<file path="src/rtl/imem_loader.sv">
// imem_loader -- boot-time instruction-memory loader.
//
// Accepts a byte stream (valid/ready handshake) that carries a word count N
// followed by N 32-bit instruction words sent MSB first. Each word is written to
// instruction memory at consecutive addresses starting from BASE_ADDR. The CPU
// is held (cpu_hold=1) from reset or start until the load completes.
//
// Optional feature: define IMEM_LOADER_CHECKSUM_EN to make the stream carry one
// trailing byte. That byte must equal the XOR of the N byte and all data bytes.
// A mismatch sets the sticky err flag and leaves the CPU held.
//
// Parameters
//   ADDR_W     instruction-memory address width (default 8)
//   BASE_ADDR  address of the first loaded word (default 0)
// Ports
//   clk        sole clock, rising edge
//   rst        asynchronous, active-high reset
//   start      one-cycle load request (honoured only when idle)
//   in_valid   byte-stream valid
//   in_data    byte-stream data
//   in_ready   loader accepts a byte this cycle
//   wr_en      instruction-memory write strobe (one cycle per word)
//   wr_addr    instruction-memory write address
//   wr_data    instruction word to write
//   cpu_hold   holds CPU pc and register writes while high
//   done       one-cycle pulse on successful completion
//   err        sticky checksum-error flag (constant 0 without the checksum)
module imem_loader #(
   parameter int ADDR_W    = 8,
   parameter int BASE_ADDR = 0
) (
   input  logic              clk,
   input  logic              rst,
   input  logic              start,
   input  logic              in_valid,
   input  logic [7:0]        in_data,
   output logic              in_ready,
   output logic              wr_en,
   output logic [ADDR_W-1:0] wr_addr,
   output logic [31:0]       wr_data,
   output logic              cpu_hold,
   output logic              done,
   output logic              err
);

   // The word counter must hold both an 8-bit N and the 2**ADDR_W value
   // that N=0 stands for.
   localparam int                CNT_W = ((ADDR_W > 8) ? ADDR_W : 8) + 1;
   localparam logic [CNT_W-1:0]  FULL  = CNT_W'(1) << ADDR_W;
   localparam logic [CNT_W-1:0]  ONE   = CNT_W'(1);
   localparam logic [ADDR_W-1:0] BASE  = ADDR_W'(BASE_ADDR);

   typedef enum logic [2:0] {
      IDLE,
      LEN,
      DATA,
`ifdef IMEM_LOADER_CHECKSUM_EN
      CSUM,
`endif
      FIN
   } state_t;

   state_t           state;
   logic [1:0]       byte_cnt;
   logic [CNT_W-1:0] words_left;
   logic             accept;

`ifdef IMEM_LOADER_CHECKSUM_EN
   logic [7:0]       csum;
`else
   assign err = 1'b0;
`endif

   assign accept = in_valid & in_ready;

   always_ff @(posedge clk or posedge rst) begin
      if (rst) begin
         state      <= IDLE;
         in_ready   <= 1'b0;
         wr_en      <= 1'b0;
         wr_addr    <= BASE;
         wr_data    <= '0;
         cpu_hold   <= 1'b1;
         done       <= 1'b0;
         byte_cnt   <= '0;
         words_left <= '0;
`ifdef IMEM_LOADER_CHECKSUM_EN
         csum       <= '0;
         err        <= 1'b0;
`endif
      end else begin
         // The write strobe lasts exactly one cycle; the address advances
         // once that write has been presented.
         wr_en <= 1'b0;
         if (wr_en) begin
            wr_addr <= wr_addr + ADDR_W'(1);
         end

         case (state)
            IDLE: begin
               if (start) begin
                  state      <= LEN;
                  in_ready   <= 1'b1;
                  cpu_hold   <= 1'b1;
                  wr_addr    <= BASE;
                  byte_cnt   <= '0;
                  words_left <= '0;
`ifdef IMEM_LOADER_CHECKSUM_EN
                  csum       <= '0;
                  err        <= 1'b0;
`endif
               end
            end

            LEN: begin
               if (accept) begin
                  state      <= DATA;
                  words_left <= (in_data == 8'd0) ? FULL : CNT_W'(in_data);
`ifdef IMEM_LOADER_CHECKSUM_EN
                  csum       <= csum ^ in_data;
`endif
               end
            end

            DATA: begin
               if (accept) begin
                  // Shifting in MSB first leaves the 1st byte in [31:24]
                  // after four accepts; older bytes fall off the top.
                  wr_data  <= {wr_data[23:0], in_data};
                  byte_cnt <= byte_cnt + 2'd1;
`ifdef IMEM_LOADER_CHECKSUM_EN
                  csum     <= csum ^ in_data;
`endif
                  if (byte_cnt == 2'd3) begin
                     wr_en      <= 1'b1;
                     words_left <= words_left - ONE;
                     if (words_left == ONE) begin
`ifdef IMEM_LOADER_CHECKSUM_EN
                        state    <= CSUM;
`else
                        state    <= FIN;
                        in_ready <= 1'b0;
`endif
                     end
                  end
               end
            end

`ifdef IMEM_LOADER_CHECKSUM_EN
            CSUM: begin
               if (accept) begin
                  in_ready <= 1'b0;
                  if (in_data == csum) begin
                     state <= FIN;
                  end else begin
                     // Bad image: stay held, no done, flag sticks until next start.
                     err   <= 1'b1;
                     state <= IDLE;
                  end
               end
            end
`endif

            FIN: begin
               // First FIN cycle may still carry the last write; done follows
               // in the second cycle, then back to IDLE.
               if (!done) begin
                  done     <= 1'b1;
                  cpu_hold <= 1'b0;
               end else begin
                  done  <= 1'b0;
                  state <= IDLE;
               end
            end

            default: begin
               state    <= IDLE;
               in_ready <= 1'b0;
            end
         endcase
      end
   end

endmodule

</file>
<file path="config.mk">
export PLATFORM = sky130hd
export DESIGN_NAME = imem_loader
export DESIGN_NICKNAME = d
export VERILOG_FILES = /design/src/rtl/imem_loader.sv
export SDC_FILE = /design/constraint.sdc
export NUM_CORES = 1
export LEC_CHECK = 0
export ABC_AREA = 1
export BUFFER_PORTS_ARGS = -buffer_cell sky130_fd_sc_hd__buf_2
export CAP_MARGIN = 20
export CORE_ASPECT_RATIO = 1.5
export CORE_MARGIN = 3
export CORE_UTILIZATION = 55
export DETAILED_ROUTE_END_ITERATION = 7
export PLACE_DENSITY = 0.87
export SYNTH_ARGS = -nofsm -noshare
export SYNTH_HDL_FRONTEND = slang
export SYNTH_SLANG_ARGS = --single-unit
</file>
<file path="constraint.sdc">
create_clock -name clk -period 2.3 [get_ports clk]
set_input_delay 0 -clock clk [delete_from_list [all_inputs] [get_ports clk]]
set_output_delay 0 -clock clk [all_outputs]
set_load 0.02 [all_outputs]
</file>
# Word-level counts from Yosys, hierarchy flattened
# Index checks and enable logic that the tools add are counted.
[word_totals] elab_cells=68 output_inout_bits=45 regBits=58 input_bits=12
[classes] n_eq_ne=12 mux=30 bitwise_logic=2 addsub=3 n_reduce_logical=12
[ops] cell="two-way mux 9 bit" n=5
[ops] cell="case mux 9 bit (3 select lines)" n=1
[ops] cell="two-way mux 8 bit" n=3
[ops] cell="two-way mux 3 bit" n=6
[ops] cell="inequality test 2 bit (second input constant)" n=7
[ops] cell="case mux 3 bit (4 select lines)" n=1
[ops] cell="AND reduction 5 bit" n=2
[ops] cell="equality test 9 x 1 -> 1 bit (second input constant)" n=1
[ops] cell="two-way mux 1 bit" n=9
[ops] cell="subtractor 9 x 1 -> 9 bit (second input constant)" n=1
[ops] cell="adder 8 x 1 -> 8 bit (second input constant)" n=1
[ops] cell="zero test 8 bit" n=1
[ops] cell="equality test 3 x 2 -> 1 bit (second input constant)" n=2
[ops] cell="AND reduction 3 bit" n=2
[ops] cell="AND reduction 6 bit" n=1
[ops] cell="two-way mux 2 bit" n=2
[ops] cell="case mux 2 bit (2 select lines)" n=1
[ops] cell="nonzero test 2 bit" n=2
[ops] cell="equality test 3 x 1 -> 1 bit (second input constant)" n=1
[ops] cell="zero test 3 bit" n=1
[ops] cell="case mux 1 bit (3 select lines)" n=1
[ops] cell="nonzero test 3 bit" n=1
[ops] cell="adder 2 x 1 -> 2 bit (second input constant)" n=1
[ops] cell="equality test 2 bit (second input constant)" n=1
[ops] cell="other kinds (5)" n=5

# Logic depth before layout (Yosys ltp)
[logic_depth] depth_word=5 mapped_depth=9 depth_no_buf=9

# Worst setup path before layout
# Ideal clock, no wire load.
[synth_timing] kind="reg-to-reg" from="reg state[1]" to="reg state[0]" setup_ns=0.117 setup_slack_ns=0.840 path_buffers=1 required_ns=2.183 t_arrival_ns=1.343 synth_period_minus_slack_ns=1.460 stages_incl_launch_ff=9 cell_sequence="dfrtp_1 inv_1 ha_1 buf_2 o21ai_2 nor3b_2 nand2_1 nand2_1 nand2_1"
[synth_via] elab_chain_cells=3
[synth_lines] element="start, declared" line="63" rtl="state_t state;"
[synth_lines] element="start signal, assigned" line="78" rtl="state <= IDLE;"
[synth_lines] element="start signal, assigned" line="102" rtl="state <= LEN;"
[synth_lines] element="start signal, assigned" line="117" rtl="state <= DATA;"
[synth_lines] element="equality test 3 x 2 -> 1 bit (tied with other cells)" line="99" rtl="case (state)"
[synth_lines] element="inequality test 2 bit (no source line)"
[synth_lines] element="AND reduction 6 bit (no source line)"
# Several ways; a longest one is shown, not always the timed one.
# A chain may end at the register's enable or synchronous reset.

# Worst setup path in the final report
[layout_timing] from="reg state[0]" to="reg wr_data[15]"
[layout_via] elab_chain_cells=2
[layout_lines] element="equality test 3 x 2 -> 1 bit" line="99"
[layout_lines] element="AND reduction 2 bit (no source line)"
[layout_lines] element="end signal, assigned" line="129" rtl="wr_data <= {wr_data[23:0], in_data};"
[layout_lines] element="end, declared" line="40" rtl="output logic [31:0] wr_data,"
# No other way between the ends.

==> flow_results.org <==
** Global route
- The number of antenna violations at the first check in global routing was 0.
- Total gr overflow :: 0
- Wire length of the first global-routing pass :: 10390 µm
- In the global route stage, overall resource usage came out at 0.2284.
- The number of global-route vias before repair was 2319.
- Entering global routing, the biggest net connects 34 pins.

** Worst hold path
- The path with the worst hold slack has its endpoint at cpu_hold$_DFFE_PP1P_.
- Class of the most critical hold timing path :: input pin to register
- In this run the most critical hold path is launched from start.
- The worst hold path passes through 3 cells.

** Final layout
- The finished layout holds 471 standard cells, fillers aside.
- Area of all placed cells without fillers :: 3342 µm²
- Net count of the finished layout :: 423
- Layout cells sized above 1 :: 0.2187
- Ant. Diodes :: 0
- The area growth from synthesis to layout is 21.96%.
- Filler Cell Count :: 369

** Clock network
- Quantity of hold-fixing buffers added after cts :: 9
- In this run the post-CTS setup repair buffer count came out at 0.
- The clock passes through at most 2 buffers.
- The H-tree was split into 3 levels.
- Number of buffers inserted during clock tree synthesis :: 9
- CTS root buffer :: sky130_fd_sc_hd__clkbuf_8
- Clock Sinks :: 57
- The later pin in the worst-skew pair is clocked with a latency of 330 ps.
- Clock tree from TritonCTS :: yes
- Post_cts resized :: 0
- Clock-pin slew was measured on the worst setup and hold paths at 70 ps.

** Job
- Max-cap violations in this run came to 0.

** Yosys
- After synthesis, the netlist uses 32 different library cells.
- The most used flip-flop cell after synthesis is sky130_fd_sc_hd__dfrtp_1.
- After synthesis, the largest family of logic cells by area is simple AND/OR/NAND/NOR gates.
- The portion of synthesized area spent on multiplexers is 0.
- Yosys instantiated no cell more often than sky130_fd_sc_hd__nand2_1.
- Of the total synthesized cell area, the portion taken by XOR and XNOR cells is 0.003196.
- Of the synthesized area, sequential elements account for 0.5210.
- The post-synthesis compound-gate area fraction is 0.1023.
- When the netlist entered floorplanning its net count stood at 354.
- Post-synth EDFFs :: 0
- Synthesized area divided by synthesized cell count :: 8.229 µm²
- Simple-gate share of the synthesized area :: 0.2562
- Synth Cell Area :: 2740 µm²
- The commonest cells after synthesis are sky130_fd_sc_hd__nand2_1, sky130_fd_sc_hd__dfrtp_1, sky130_fd_sc_hd__inv_1.
- Number of instances in the synthesized netlist :: 333
- For this run, the number of Yosys warnings is 0.
- Portion of synthesized cell area occupied by the leading cell type :: 0.5114
- Of the total synthesized cell area, the portion taken by full adders, half adders and majority gates is 0.04110.
- Count of state elements after synthesis :: 57
- The biggest area contributor in the post-synthesis netlist is sky130_fd_sc_hd__dfrtp_1.
- Ranking of synthesized cells by area :: sky130_fd_sc_hd__dfrtp_1, sky130_fd_sc_hd__nand2_1, sky130_fd_sc_hd__inv_1, sky130_fd_sc_hd__ha_1, sky130_fd_sc_hd__o21ai_0
- After synthesis, the share of flip-flops with an asynchronous set or reset is 1.000.

** Timing
- Count of final setup violators :: 0
- Crit share post-route :: 0.8590
- Between clock sinks in the finished design, the worst skew comes to 5.326 ps.
- Setup repair after global routing left no endpoint under its margin.
- Worst Slack Setup Final :: 324.3 ps
- The count of final max-slew check failures was 0.
- The number of hold violations in the final report was 0.
- Setup_tns :: 0 ps
- Fin crit period :: 1976 ps
- Highest clock rate :: 506.2 MHz

** Floorplan
- Starting density of the core :: 0.5887
- Die Area :: 5882 µm²
- After floorplanning, the core was divided into 30 placement rows.
- X dimension of the die :: 63.63 µm
- Measured along the y axis, the die boundary spans 92.45 µm.
- Placeable Area :: 4654 µm²
- Number of top-level pins :: 57

** Power
- Static leakage :: 1.829 nW
- Switch Pwr :: 2.219 mW
- Of the total power, registers draw 0.354.
- Switching part of the total :: 0.4599
- Power spread over the standard cell area amounts to 1443 nW/µm².
- Combinational share of power :: 0.471
- Internal power contribution :: 2.605 mW
- Clock share of power :: 0.175
- Across the VDD grid, the largest voltage drop is 0.6696 mV.

** Placement
- The placed instances occupy a cell area of 3070 µm².
- Quantity of I/O buffers inserted on ports :: 55
- Cell count after placement :: 446
- Placer's final routability congestion estimate :: 0.9327
- Before CTS, the worst setup slack after placement is 326.9 ps.
- After legalization and detailed placement, the total HPWL measured 4374 µm.

** Routing
- Wire per inst :: 12.92 µm
- For this run, the detailed router's first-pass iteration total came to 5.
- Drt initial violations :: 141
- Routed wire length :: 6084 µm
- Residual DRC :: 0
- The final route contains 2415 vias.
- In this run the remaining antenna-violating nets after routing total 0.
- After detailed routing, the number of vias per cell comes to 5.127.

** Critical path
- At the worst endpoint, the required time is 2500 ps.
- Setup crit end kind :: register
- The startpoint identified for the worst register-to-register timing path is state[0]$_DFFE_PP0P_.
- Worst Setup Start Kind :: register
- Slack of the worst reg-to-reg path :: 320 ps
- Along the worst path, the maximum fanout reaches 33.
- The critical path in this run is classified as register to register.
- Measured in cells, the most critical reg-to-reg path has a length of 7.
- Worst endpoint data arrival time :: 2170 ps
- In this run the critical register-to-register path is captured at wr_data[15]$_DFFE_PP0P_.

** Status
- The flow ran to the end, and the final reports show no timing, DRC or antenna violations.
==> cell families (layout without fill, tap and decap cells) <==
kind of cell | after synthesis | count (layout)
AND/OR/NAND/NOR | 162 | 162
flip-flops | 57 | 57
AO/OA/AOI/OAI | 52 | 52
buffers and inverters | 51 | 125
adder cells (fa/ha/maj) | 9 | 9
other | 1 | 1
XOR/XNOR | 1 | 1
==> per-stage QoR <==
stage / utilization / hold WS, ps / total power, mW
after floorplan: - / 116.8 / 3.320
after global placement: 0.6597 / -0.7569 / 3.902
after detailed placement: 0.6597 / -0.2810 / 3.961
after CTS: 0.7180 / 18.68 / 4.846
after global routing: 0.7180 / 41.18 / 5.209
final: 0.7180 / 32.53 / 4.823
==> per-layer routing <==
layer	share of wire	up-vias	global-route usage
met1	0.40	1117	0.2587
met4	0.038	0	0.1261
li1	-	1197	-
met5	0	-	0
met3	0.044	19	0.04490
met2	0.51	82	0.3976
==> state kept, by name, indices dropped and copies added, names as in the netlist <==
name	count
byte_cnt	2
cpu_hold	1
done	1
in_ready	1
state	2
words_left	9
wr_addr	8
wr_data	32
wr_en	1
==> critical path: stages (launching register included) <==
cell and delay, ps:
sky130_fd_sc_hd__dfrtp_1 440, sky130_fd_sc_hd__inv_1 110, sky130_fd_sc_hd__ha_1 460, sky130_fd_sc_hd__inv_2 120, sky130_fd_sc_hd__nor2_4 240, sky130_fd_sc_hd__inv_2 250
sky130_fd_sc_hd__nand2_1 130, sky130_fd_sc_hd__o21ai_1 80
==> placed cells by master, fill, tap and decap left out, types with 2 or more instances in the layout <==
cell type / count
sky130_fd_sc_hd__nand2_1: 111
sky130_fd_sc_hd__dfrtp_1: 56
sky130_fd_sc_hd__buf_2: 55
sky130_fd_sc_hd__inv_1: 36
sky130_fd_sc_hd__o21ai_0: 20
sky130_fd_sc_hd__nor2_1: 18
sky130_fd_sc_hd__nand3_1: 16
sky130_fd_sc_hd__o21ai_1: 14
sky130_fd_sc_hd__clkbuf_8: 11
sky130_fd_sc_hd__a21oi_1: 10
sky130_fd_sc_hd__ha_1: 9
sky130_fd_sc_hd__dlygate4sd3_1: 9
sky130_fd_sc_hd__inv_2: 5
sky130_fd_sc_hd__nor3_1: 4
sky130_fd_sc_hd__o22ai_1: 3
sky130_fd_sc_hd__clkinv_2: 3
sky130_fd_sc_hd__buf_4: 3
sky130_fd_sc_hd__nor2_4: 2
sky130_fd_sc_hd__nand2_2: 2
sky130_fd_sc_hd__nand4_1: 2
sky130_fd_sc_hd__and3_1: 2
sky130_fd_sc_hd__clkinvlp_4: 2
==> how the worst max path moves through the flow <==
stage                              start  slack, ps                      end
CTS                 state[0]$_DFFE_PP0P_        310  wr_data[15]$_DFFE_PP0P_
global route        state[0]$_DFFE_PP0P_        120  wr_data[15]$_DFFE_PP0P_
detailed placement  state[0]$_DFFE_PP0P_        330  wr_data[15]$_DFFE_PP0P_
finish              state[0]$_DFFE_PP0P_        320  wr_data[15]$_DFFE_PP0P_
floorplan           state[1]$_DFFE_PP0P_        840     state[0]$_DFFE_PP0P_
global placement    state[0]$_DFFE_PP0P_        470  wr_data[14]$_DFFE_PP0P_
==> power by group through the flow <==
stage	Combinational (mW)	Sequential, mW	Clock (mW)
after floorplan	1.28	2.04	0
after global placement	2.20	1.70	0
after detailed placement	2.24	1.72	0
after CTS	2.28	1.70	0.861
after global routing	2.54	1.76	0.910
final	2.27	1.71	0.845
==> final cells by class <==
class / count / area (µm²) / share of cell area
Sequential cell: 57 / 1428 / 0.4272
Multi-Input combinational cell: 225 / 1107 / 0.3313
Timing Repair Buffer: 67 / 387.9 / 0.1161
Inverter: 42 / 157.7 / 0.04717
Clock buffer: 11 / 151.4 / 0.04530
Tap cell: 64 / 80.08 / 0.02396
Clock inverter: 5 / 30.03 / 0.008985
No activity file was read; power rests on OpenSTA's default activity.
